<file path="config.mk">
export PLATFORM = sky130hd
export DESIGN_NAME = tpm_exec_bridge
export DESIGN_NICKNAME = d
export VERILOG_FILES = /design/src/rtl/tpm_io_pkg.sv /design/src/rtl/byte_skid_queue.sv /design/src/rtl/tpm_exec_bridge.sv
export SDC_FILE = /design/constraint.sdc
export NUM_CORES = 1
export LEC_CHECK = 0
export CAP_MARGIN = 20
export CORE_ASPECT_RATIO = 1.5
export CORE_MARGIN = 3
export CORE_UTILIZATION = 40
export DETAILED_ROUTE_END_ITERATION = 10
export GPL_ROUTABILITY_DRIVEN = 0
export MAX_ROUTING_LAYER = met4
export PLACE_DENSITY = 0.76
export SLEW_MARGIN = 20
export SYNTH_ARGS = -nofsm -noshare
export SYNTH_HDL_FRONTEND = slang
export SYNTH_SLANG_ARGS = --single-unit
</file>
<file path="constraint.sdc">
create_clock -name clock -period 3.2 [get_ports clock]
set_clock_uncertainty 0.2 [all_clocks]
set_input_delay 0.32 -clock clock [delete_from_list [all_inputs] [get_ports clock]]
set_output_delay 0.32 -clock clock [all_outputs]
set_load 0.05 [all_outputs]
</file>
<file path="src/rtl/tpm_io_pkg.sv">
// tpm_io_pkg: shared sizes and FSM states for the FIFO <-> execution engine bridge
package tpm_io_pkg;
  localparam int BUF_SIZE = 4096;
  localparam int MIN_SIZE = 10;
  localparam int ADDR_W = $clog2(BUF_SIZE);
  localparam int IDX_W = ADDR_W + 1;
  typedef enum logic [2:0] {
    IDLE, CMD_RUN, CMD_DONE, EXEC_WAIT, EXEC_PULSE, RSP_ARM, RSP_RUN, RSP_DONE
  } state_t;
endpackage

</file>
<file path="src/rtl/byte_skid_queue.sv">
// byte_skid_queue: 2-entry byte FIFO absorbing the buffer's 1-cycle read latency
module byte_skid_queue (
  input  logic       clock,
  input  logic       reset,
  input  logic       pushValid,
  input  logic [7:0] pushData,
  input  logic       popReady,
  output logic       popValid,
  output logic [7:0] popData,
  output logic [1:0] count
);
  logic [7:0] mem [2];
  logic wrPtr, rdPtr, doPop;
  assign popValid = count != 2'd0;
  assign popData = mem[rdPtr];
  assign doPop = popValid && popReady;
  always_ff @(posedge clock)
    if (pushValid) mem[wrPtr] <= pushData;
  always_ff @(posedge clock)
    if (reset) begin
      wrPtr <= 1'b0;
      rdPtr <= 1'b0;
      count <= 2'd0;
    end else begin
      if (pushValid) wrPtr <= !wrPtr;
      if (doPop) rdPtr <= !rdPtr;
      count <= count + {1'b0, pushValid} - {1'b0, doPop};
    end
endmodule

</file>
<file path="src/rtl/tpm_exec_bridge.sv">
// tpm_exec_bridge: streams commands from the FIFO buffer to the engine and writes responses back
module tpm_exec_bridge
  import tpm_io_pkg::*;
(
  input  logic              clock,
  input  logic              reset,
  input  logic              f_abort,
  input  logic              c_cmdSend,
  input  logic [31:0]       c_cmdSize,
  input  logic [7:0]        cmdByteOut,
  output logic [ADDR_W-1:0] c_cmdInAddr,
  output logic              c_cmdDone,
  output logic              e_execDone,
  output logic [31:0]       c_rspSize,
  output logic [ADDR_W-1:0] c_rspInAddr,
  output logic [7:0]        rspByteIn,
  output logic              c_rspSend,
  output logic              c_rspDone,
  output logic              x_cmdValid,
  input  logic              x_cmdReady,
  output logic [7:0]        x_cmdByte,
  output logic              x_cmdLast,
  output logic              x_cmdStart,
  output logic [ADDR_W-1:0] x_cmdSize,
  output logic              x_cmdErr,
  input  logic              x_rspStart,
  input  logic [31:0]       x_rspSize,
  input  logic              x_rspValid,
  output logic              x_rspReady,
  input  logic [7:0]        x_rspByte,
  output logic              x_rspOvf
);
  state_t state, nxt;
  logic [IDX_W-1:0] cmdLen, rdIdx, sentIdx, wrIdx;
  logic [31:0] rspLeft, rspSizeR;
  logic [1:0] qCnt;
  logic [7:0] qData;
  logic qValid, inFlight, execArmed, armCnt, startR, cmdErr, rspOvf;
  logic clr, run, legal, pop, cmdLast, issue, rspAcc, wr, rspBegin;
  assign clr = reset || f_abort;
  assign run = state == CMD_RUN;
  assign legal = c_cmdSize >= MIN_SIZE && c_cmdSize <= BUF_SIZE;
  assign pop = run && qValid && x_cmdReady;
  assign cmdLast = sentIdx == cmdLen - 1'b1;
  // the in-flight read already owns a queue slot; a same-cycle pop frees one
  assign issue = run && rdIdx < cmdLen && ({1'b0, qCnt} + {2'b0, inFlight}) < (3'd2 + {2'b0, pop});
  assign rspAcc = state == RSP_RUN && x_rspValid;
  assign wr = rspAcc && wrIdx < IDX_W'(BUF_SIZE);
  assign rspBegin = state == EXEC_WAIT && execArmed && x_rspStart;
  assign c_cmdInAddr = rdIdx[ADDR_W-1:0];
  assign c_cmdDone = state == CMD_DONE;
  assign e_execDone = state == EXEC_PULSE;
  assign c_rspSize = rspSizeR;
  assign c_rspInAddr = wrIdx[ADDR_W-1:0];
  assign rspByteIn = wr ? x_rspByte : 8'h00;
  assign c_rspSend = !wr;
  assign c_rspDone = state == RSP_DONE;
  assign x_cmdValid = run && qValid;
  assign x_cmdByte = qData;
  assign x_cmdLast = x_cmdValid && cmdLast;
  assign x_cmdStart = startR;
  assign x_cmdSize = cmdLen[ADDR_W-1:0];
  assign x_cmdErr = cmdErr;
  assign x_rspReady = state == RSP_RUN;
  assign x_rspOvf = rspOvf;
  byte_skid_queue u_queue (
    .clock(clock), .reset(clr), .pushValid(inFlight), .pushData(cmdByteOut),
    .popReady(run && x_cmdReady), .popValid(qValid), .popData(qData), .count(qCnt)
  );
  always_comb begin
    nxt = state;
    case (state)
      IDLE:       nxt = c_cmdSend ? (legal ? CMD_RUN : CMD_DONE) : IDLE;
      CMD_RUN:    nxt = pop && cmdLast ? CMD_DONE : CMD_RUN;
      CMD_DONE:   nxt = EXEC_WAIT;
      EXEC_WAIT:  nxt = rspBegin ? EXEC_PULSE : EXEC_WAIT;
      EXEC_PULSE: nxt = RSP_ARM;
      RSP_ARM:    nxt = !armCnt ? RSP_ARM : rspLeft == 32'd0 ? RSP_DONE : RSP_RUN;
      RSP_RUN:    nxt = rspAcc && rspLeft == 32'd1 ? RSP_DONE : RSP_RUN;
      RSP_DONE:   nxt = IDLE;
      default:    nxt = IDLE;
    endcase
  end
  always_ff @(posedge clock)
    if (clr) begin
      state <= IDLE;
      cmdLen <= '0;
      rdIdx <= '0;
      sentIdx <= '0;
      wrIdx <= '0;
      rspLeft <= '0;
      rspSizeR <= '0;
      inFlight <= 1'b0;
      execArmed <= 1'b0;
      armCnt <= 1'b0;
      startR <= 1'b0;
      cmdErr <= 1'b0;
      rspOvf <= 1'b0;
    end else begin
      state <= nxt;
      startR <= state == IDLE && c_cmdSend && legal;
      inFlight <= issue;
      execArmed <= state == EXEC_WAIT;
      armCnt <= state == RSP_ARM && !armCnt;
      if (state == IDLE && c_cmdSend) begin
        cmdLen <= legal ? c_cmdSize[IDX_W-1:0] : '0;
        rdIdx <= '0;
        sentIdx <= '0;
        cmdErr <= !legal;
        rspOvf <= 1'b0;
      end else begin
        rdIdx <= rdIdx + IDX_W'(issue);
        sentIdx <= sentIdx + IDX_W'(pop);
      end
      if (rspBegin) begin
        rspLeft <= x_rspSize;
        rspSizeR <= x_rspSize > BUF_SIZE ? 32'(BUF_SIZE) : x_rspSize;
        rspOvf <= x_rspSize > BUF_SIZE;
        wrIdx <= '0;
      end else begin
        rspLeft <= rspLeft - 32'(rspAcc);
        wrIdx <= wrIdx + IDX_W'(wr);
      end
    end
endmodule

</file>
# Word-level counts from Yosys, hierarchy flattened
# Memory sizes are Yosys's and may differ from the RTL's. A register that Yosys moved wholly into a read port is not among the register bits.
# Cells that the tools add are included.
[totals]
elab_cells = 88
output_inout_bits = 94
reg_bits = 129
ram_bits = 16
n_memories = 1
[classes]
n_eq_ne = 9
n_reduce_logical = 29
magnitude_cmp = 6
addsub = 9
n_mux = 18
[memory_table]
columns = ["memory", "depth", "word_bits", "read_ports", "rd_clocked_by_memory_dff", "write_ports", "line_no", "rtl"]
rows = [
  ["u_queue.mem", 2, 8, 1, 1, 1, "byte_skid_queue.sv:12", "logic [7:0] mem [2];"],
]
[ops]
columns = ["op", "count"]
rows = [
  ["$mux 32", 2],
  ["$add 13x1->13", 3],
  ["$eq 32x1->1 const B", 1],
  ["$ge 32x4->1 const B", 1],
  ["$gt 32x13->1 const B", 1],
  ["$le 32x13->1 const B", 1],
  ["$logic_not 32->1", 1],
  ["$sub 32x1->32", 1],
  ["$pmux 3 s8", 1],
  ["$logic_and 1x1->1", 17],
  ["$eq 13x13->1", 1],
  ["$lt 13x13->1", 1],
  ["$lt 13x13->1 const B", 1],
  ["$mux 13", 1],
  ["$sub 13x1->13 const B", 1],
  ["$eq 3x3->1 const B", 4],
  ["$mux 1", 8],
  ["$mux 2", 4],
  ["$mux 8", 1],
  ["$eq 3x2->1 const B", 2],
  ["$logic_not 1->1", 5],
  ["$reduce_bool 2->1", 2],
  ["$reduce_or 2->1", 2],
  ["$add 2x1->3", 1],
  ["8 further kinds", 8],
]

# Depth between registers and ports, before layout
[depth]
depth_word = 7
ltp_mapped = 16

# Cells and area by module
# From an unflattened synthesis, not the netlist that was laid out.
[unflattened]
hier_cells = 803
hier_area_um2 = 7153.1
[by_module_without_submodules]
columns = ["module", "area_per_inst_um2", "seq_area_each_um2", "cells_each", "instances"]
rows = [
  ["tpm_exec_bridge", 6323.6, 2502.4, 756, 1],
  ["byte_skid_queue", 829.5, 580.6, 47, 1],
]

# Worst setup path before layout
# No wires, ideal clock.
[synth_timing]
path_type = "register to register"
from = "register state[1]"
to = "register rspLeft[28]"
arrival_ns = 3.230
required_ns = 2.867
path_slack_ns = -0.363
path_buffers = 2
path_stages_with_launch = 15
path_cell_list = "dfxtp_1 clkbuf_1 nand2_1 nor2_1 nand2_1 inv_1 ha_1 ha_1 or4b_4 nor3_2 and2_1 buf_4 nor3b_2 xnor2_1 a21oi_1"
[synth_via]
elab_chain_cells = 4
elab_cells_between_ends = 7
[synth_rtl]
columns = ["element", "line_no", "rtl"]
rows = [
  ["from (decl)", "tpm_exec_bridge.sv:33", "state_t state, nxt;"],
  ["from (signal assigned)", "tpm_exec_bridge.sv:100", "state <= nxt;"],
  ["$eq 3x3->1", "n/a", ""],
  ["named net x_rspReady", "tpm_exec_bridge.sv:29", "output logic x_rspReady,"],
  ["$logic_and 1x1->1", "tpm_exec_bridge.sv:47", "assign rspAcc = state == RSP_RUN && x_rspValid;"],
  ["$sub 32x1->32", "tpm_exec_bridge.sv:121", "rspLeft <= rspLeft - 32'(rspAcc);"],
  ["$mux 32", "tpm_exec_bridge.sv:115", "if (rspBegin) begin"],
  ["to (signal assigned)", "tpm_exec_bridge.sv:116", "rspLeft <= x_rspSize;"],
  ["to (signal assigned)", "tpm_exec_bridge.sv:121", ""],
  ["to (decl)", "tpm_exec_bridge.sv:35", "logic [31:0] rspLeft, rspSizeR;"],
]
# The timed path passes the listed nets, and every way through them passes these cells.
# A chain may end at the register's enable or synchronous reset.

# Final worst setup path
[layout_timing]
from = "register cmdLen[0]"
to = "output x_cmdLast"
[layout_via]
elab_chain_cells = 3
[layout_rtl]
columns = ["element", "line_no", "rtl"]
rows = [
  ["from (decl)", "tpm_exec_bridge.sv:34", "logic [IDX_W-1:0] cmdLen, rdIdx, sentIdx, wrIdx;"],
  ["from (signal assigned)", "tpm_exec_bridge.sv:106", "cmdLen <= legal ? c_cmdSize[IDX_W-1:0] : '0;"],
  ["$sub 13x1->13", "tpm_exec_bridge.sv:44", "assign cmdLast = sentIdx == cmdLen - 1'b1;"],
  ["$eq 13x13->1", "tpm_exec_bridge.sv:44", ""],
  ["$logic_and 1x1->1", "tpm_exec_bridge.sv:60", "assign x_cmdLast = x_cmdValid && cmdLast;"],
  ["to (decl)", "tpm_exec_bridge.sv:22", "output logic x_cmdLast,"],
]
# Every way passes these cells.

==> results.md <==
- Slew HR: 45.85%
- ANT cells: 0
- CTS buffer count: 17
- Layout area overhead: 35.00%
- Nets: 1,076
- Initial antenna violation count: 0
- Critical Path Fanout Max: 10
- Status: completed
- Synth warn: 0
- Final Power: 4168 uW
- Commonest non-fill, non-tap cell in the layout: clkdlybuf4s50_1
- Share of layout cells above drive strength 1: 10.75%
- Worst min path class: register to register
- Setup TNS: 0 ns
- Post-Syn Area per Cell: 8.853 um^2
- Max VDD drop: 266.6 uV
- Root Driver: clkbuf_16
- Clk pin slew, worst setup/hold paths: 0.07 ns
- MaxCap Viol Count: 0
- Core box area: 17,420 um^2
- Post-synth top flop: dfxtp_1
- CTS tree: built
- Number of cell rows: 59
- Storage cell area: 3085 um^2
- Iter 0 DRT Violations: 294
- Final setup viols: 0
- Number of flops mapped to enable cells by yosys: 16
- Congestion Overflow GR: 0
- Met3 GRT Util: 4.174%
- Fin crit period: 3.012 ns
- Final Max Slew Viols: 0
- GR peak layer: met2
- Leak Pwr: 0.003698 uW
- Met2 usage: 35.16%
- Die H: 169.8 um
- Fmax: 0.3320 GHz
- Synth Net Count: 920
- Final Hold Violating Endpoints: 0
- Initial core utilization: 41.06%
- #FFs+latches synth: 146
- Wire length per cell: 15.82 um
- DPL Wire Length: 14.24 mm
- Final WL: 18.83 mm
- Critical path arrival: 2.49 ns
- Netlist cell types: 55
- Vias per inst: 5.218
- DR pass1 iterations: 7
- Via count: 6,210
- FFs w/ async S/R, synth: 0%
- Syn Std Cell Area: 7153 um^2
- Clk_lat worst skew: 0.42 ns
- Deepest clock path buffer count: 2
- Routing usage on met1: 21.41%
- Pwr/cell area: 431.6 nW/um^2
- Cell count after synthesis: 808
- Full die area: 19,560 um^2
- Tot GR Track Use: 19.90%
- H-tree levels: 4
- Final Cell Area: 9657 um^2
- Placed cell area: 8986 um^2
- Port buffer count: 180
- Pin count of the biggest net entering global routing: 38
- Detailed-route DRC error count: 0
- Slew @ Worst Pin: 0.8079 ns
- Most frequent cells in the layout: 171 x clkdlybuf4s50_1, 128 x dfxtp_1, 87 x nor2_1
- Post-CTS Hold Fix Bufs: 0
- Detail Route Antenna Nets: 0
- Sink Count: 146
- CP Capture Type: output pin
- Die Wd: 115.2 um
- FILL cells: 1,576
- First-pass GRT wire length: 30.31 mm
- Critical Path Source Type: register
- Multi-input gate area: 3603 um^2
- Crit share post-route: 94.13%
- Critical path class: register to output pin
- Critical Path RT: 2.68 ns
- Vias in the first global route: 6,329
- IO Pins: 181
- Post-synthesis sequential area ratio: 43.10%
==> cell families after synthesis <==
group | share of synthesized area (%)
buffers and inverters | 6.892
xor gates and xnor gates | 9.428
AOI/OAI and AO/OA | 9.778
adders and majority gates | 4.373
DFF | 43.10
muxes | 1.259
and+or+nand+nor | 25.17
==> layer usage <==
metal  vias to the layer above  share of wire, %
li1                       3076                 -
met1                      2867                39
met2                       216                53
met3                        51               5.7
met4                         0               3.0
met5                         -                 0
==> per-stage QoR <==
| stage | hold slack, ns | util [%] | instances | setup WS [ns] |
|---|---|---|---|---|
| 6_report | 0.2540 | 55.43 | 1190 | 0.1878 |
| 5_1_grt | 0.2708 | 55.43 | 1190 | -0.01992 |
| 4_1_cts | 0.2544 | 55.19 | 1187 | 0.08874 |
| 3_5_place_dp | 0.2457 | 51.58 | 1155 | 0.05162 |
| 3_3_place_gp | 0.2402 | 51.58 | 1155 | 0.08431 |
| 2_1_floorplan | 0.2189 | - | 808 | 0.05204 |
==> flip-flops by register name, summed over array words and instances (netlist names), 2 cells and up, named ones only <==
name and flops:
u_queue.mem 16, sentIdx 13, c_rspSize 32, wrIdx 13
state 3, cmdLen 13, rdIdx 13, u_queue.count 2
rspLeft 32
==> cell usage after synthesis, types with 2 or more instances <==
library cell,number,share of area [%]
nor4_2,3,0.52
a211oi_2,2,0.35
nand2b_1,9,0.79
or4_1,4,0.42
nor3_2,3,0.42
a211oi_1,14,1.5
dfxtp_1,130,36
nor3_1,14,0.98
a21o_1,3,0.31
clkbuf_1,32,1.7
or2_2,3,0.26
and3_1,35,3.1
a311oi_1,2,0.24
nand4_1,11,0.96
xnor2_1,34,4.2
o2111ai_1,2,0.24
and2_1,15,1.3
o21ai_0,35,2.4
mux2_2,8,1.3
and4b_1,2,0.28
nor4_1,20,1.7
inv_1,24,1.3
nand2_1,81,4.3
o22ai_1,2,0.17
a31oi_1,3,0.26
and4_1,2,0.24
nand3_1,27,1.9
nor2_1,90,4.7
ha_1,25,4.4
xor2_1,43,5.3
or3_1,6,0.52
nor4_4,4,1.2
edfxtp_1,16,6.7
buf_4,37,3.9
nor2b_1,3,0.26
a21oi_1,45,3.1
==> critical path, stage by stage (launching register included) <==
cell and delay [ns]:
dfxtp_1 0.52, inv_1 0.12, ha_1 0.33, and3_1 0.19
o21a_1 0.16, o31ai_1 0.29, nand3_1 0.12, nor2_1 0.12
buf_4 0.21
==> repair_timing <==
item,in CTS,in global routing
buffers inserted,0,3
resized for setup,0,7
endpoints found under the setup margin,0,13
==> where the power goes <==
part / internal, uW / switching [uW]
sequential: 1850 / 1.48
clock: 1240 / 886
combinational: 112 / 79.3
total: 3200 / 967
==> final timing paths <==
check	to	slack [ns]	cells past startpoint	startpoint
setup / recovery	x_cmdLast	0.19	8	cmdLen[0]
hold / removal	c_rspSize[10]	0.25	2	c_rspSize[10]
setup reg to reg	rdIdx[10]	0.23	16	cmdLen[6]
hold reg to reg	c_rspSize[10]	0.25	2	c_rspSize[10]
==> final cells by class <==
class	count	share of cell area, %
clock inverter	14	1.853
timing repair buffer	207	20.52
clock buffer	18	4.664
inverter	24	0.9329
tap	213	2.760
multi-input combinational	568	37.32
sequential	146	31.95
No activity file was read; power rests on OpenSTA's default activity.
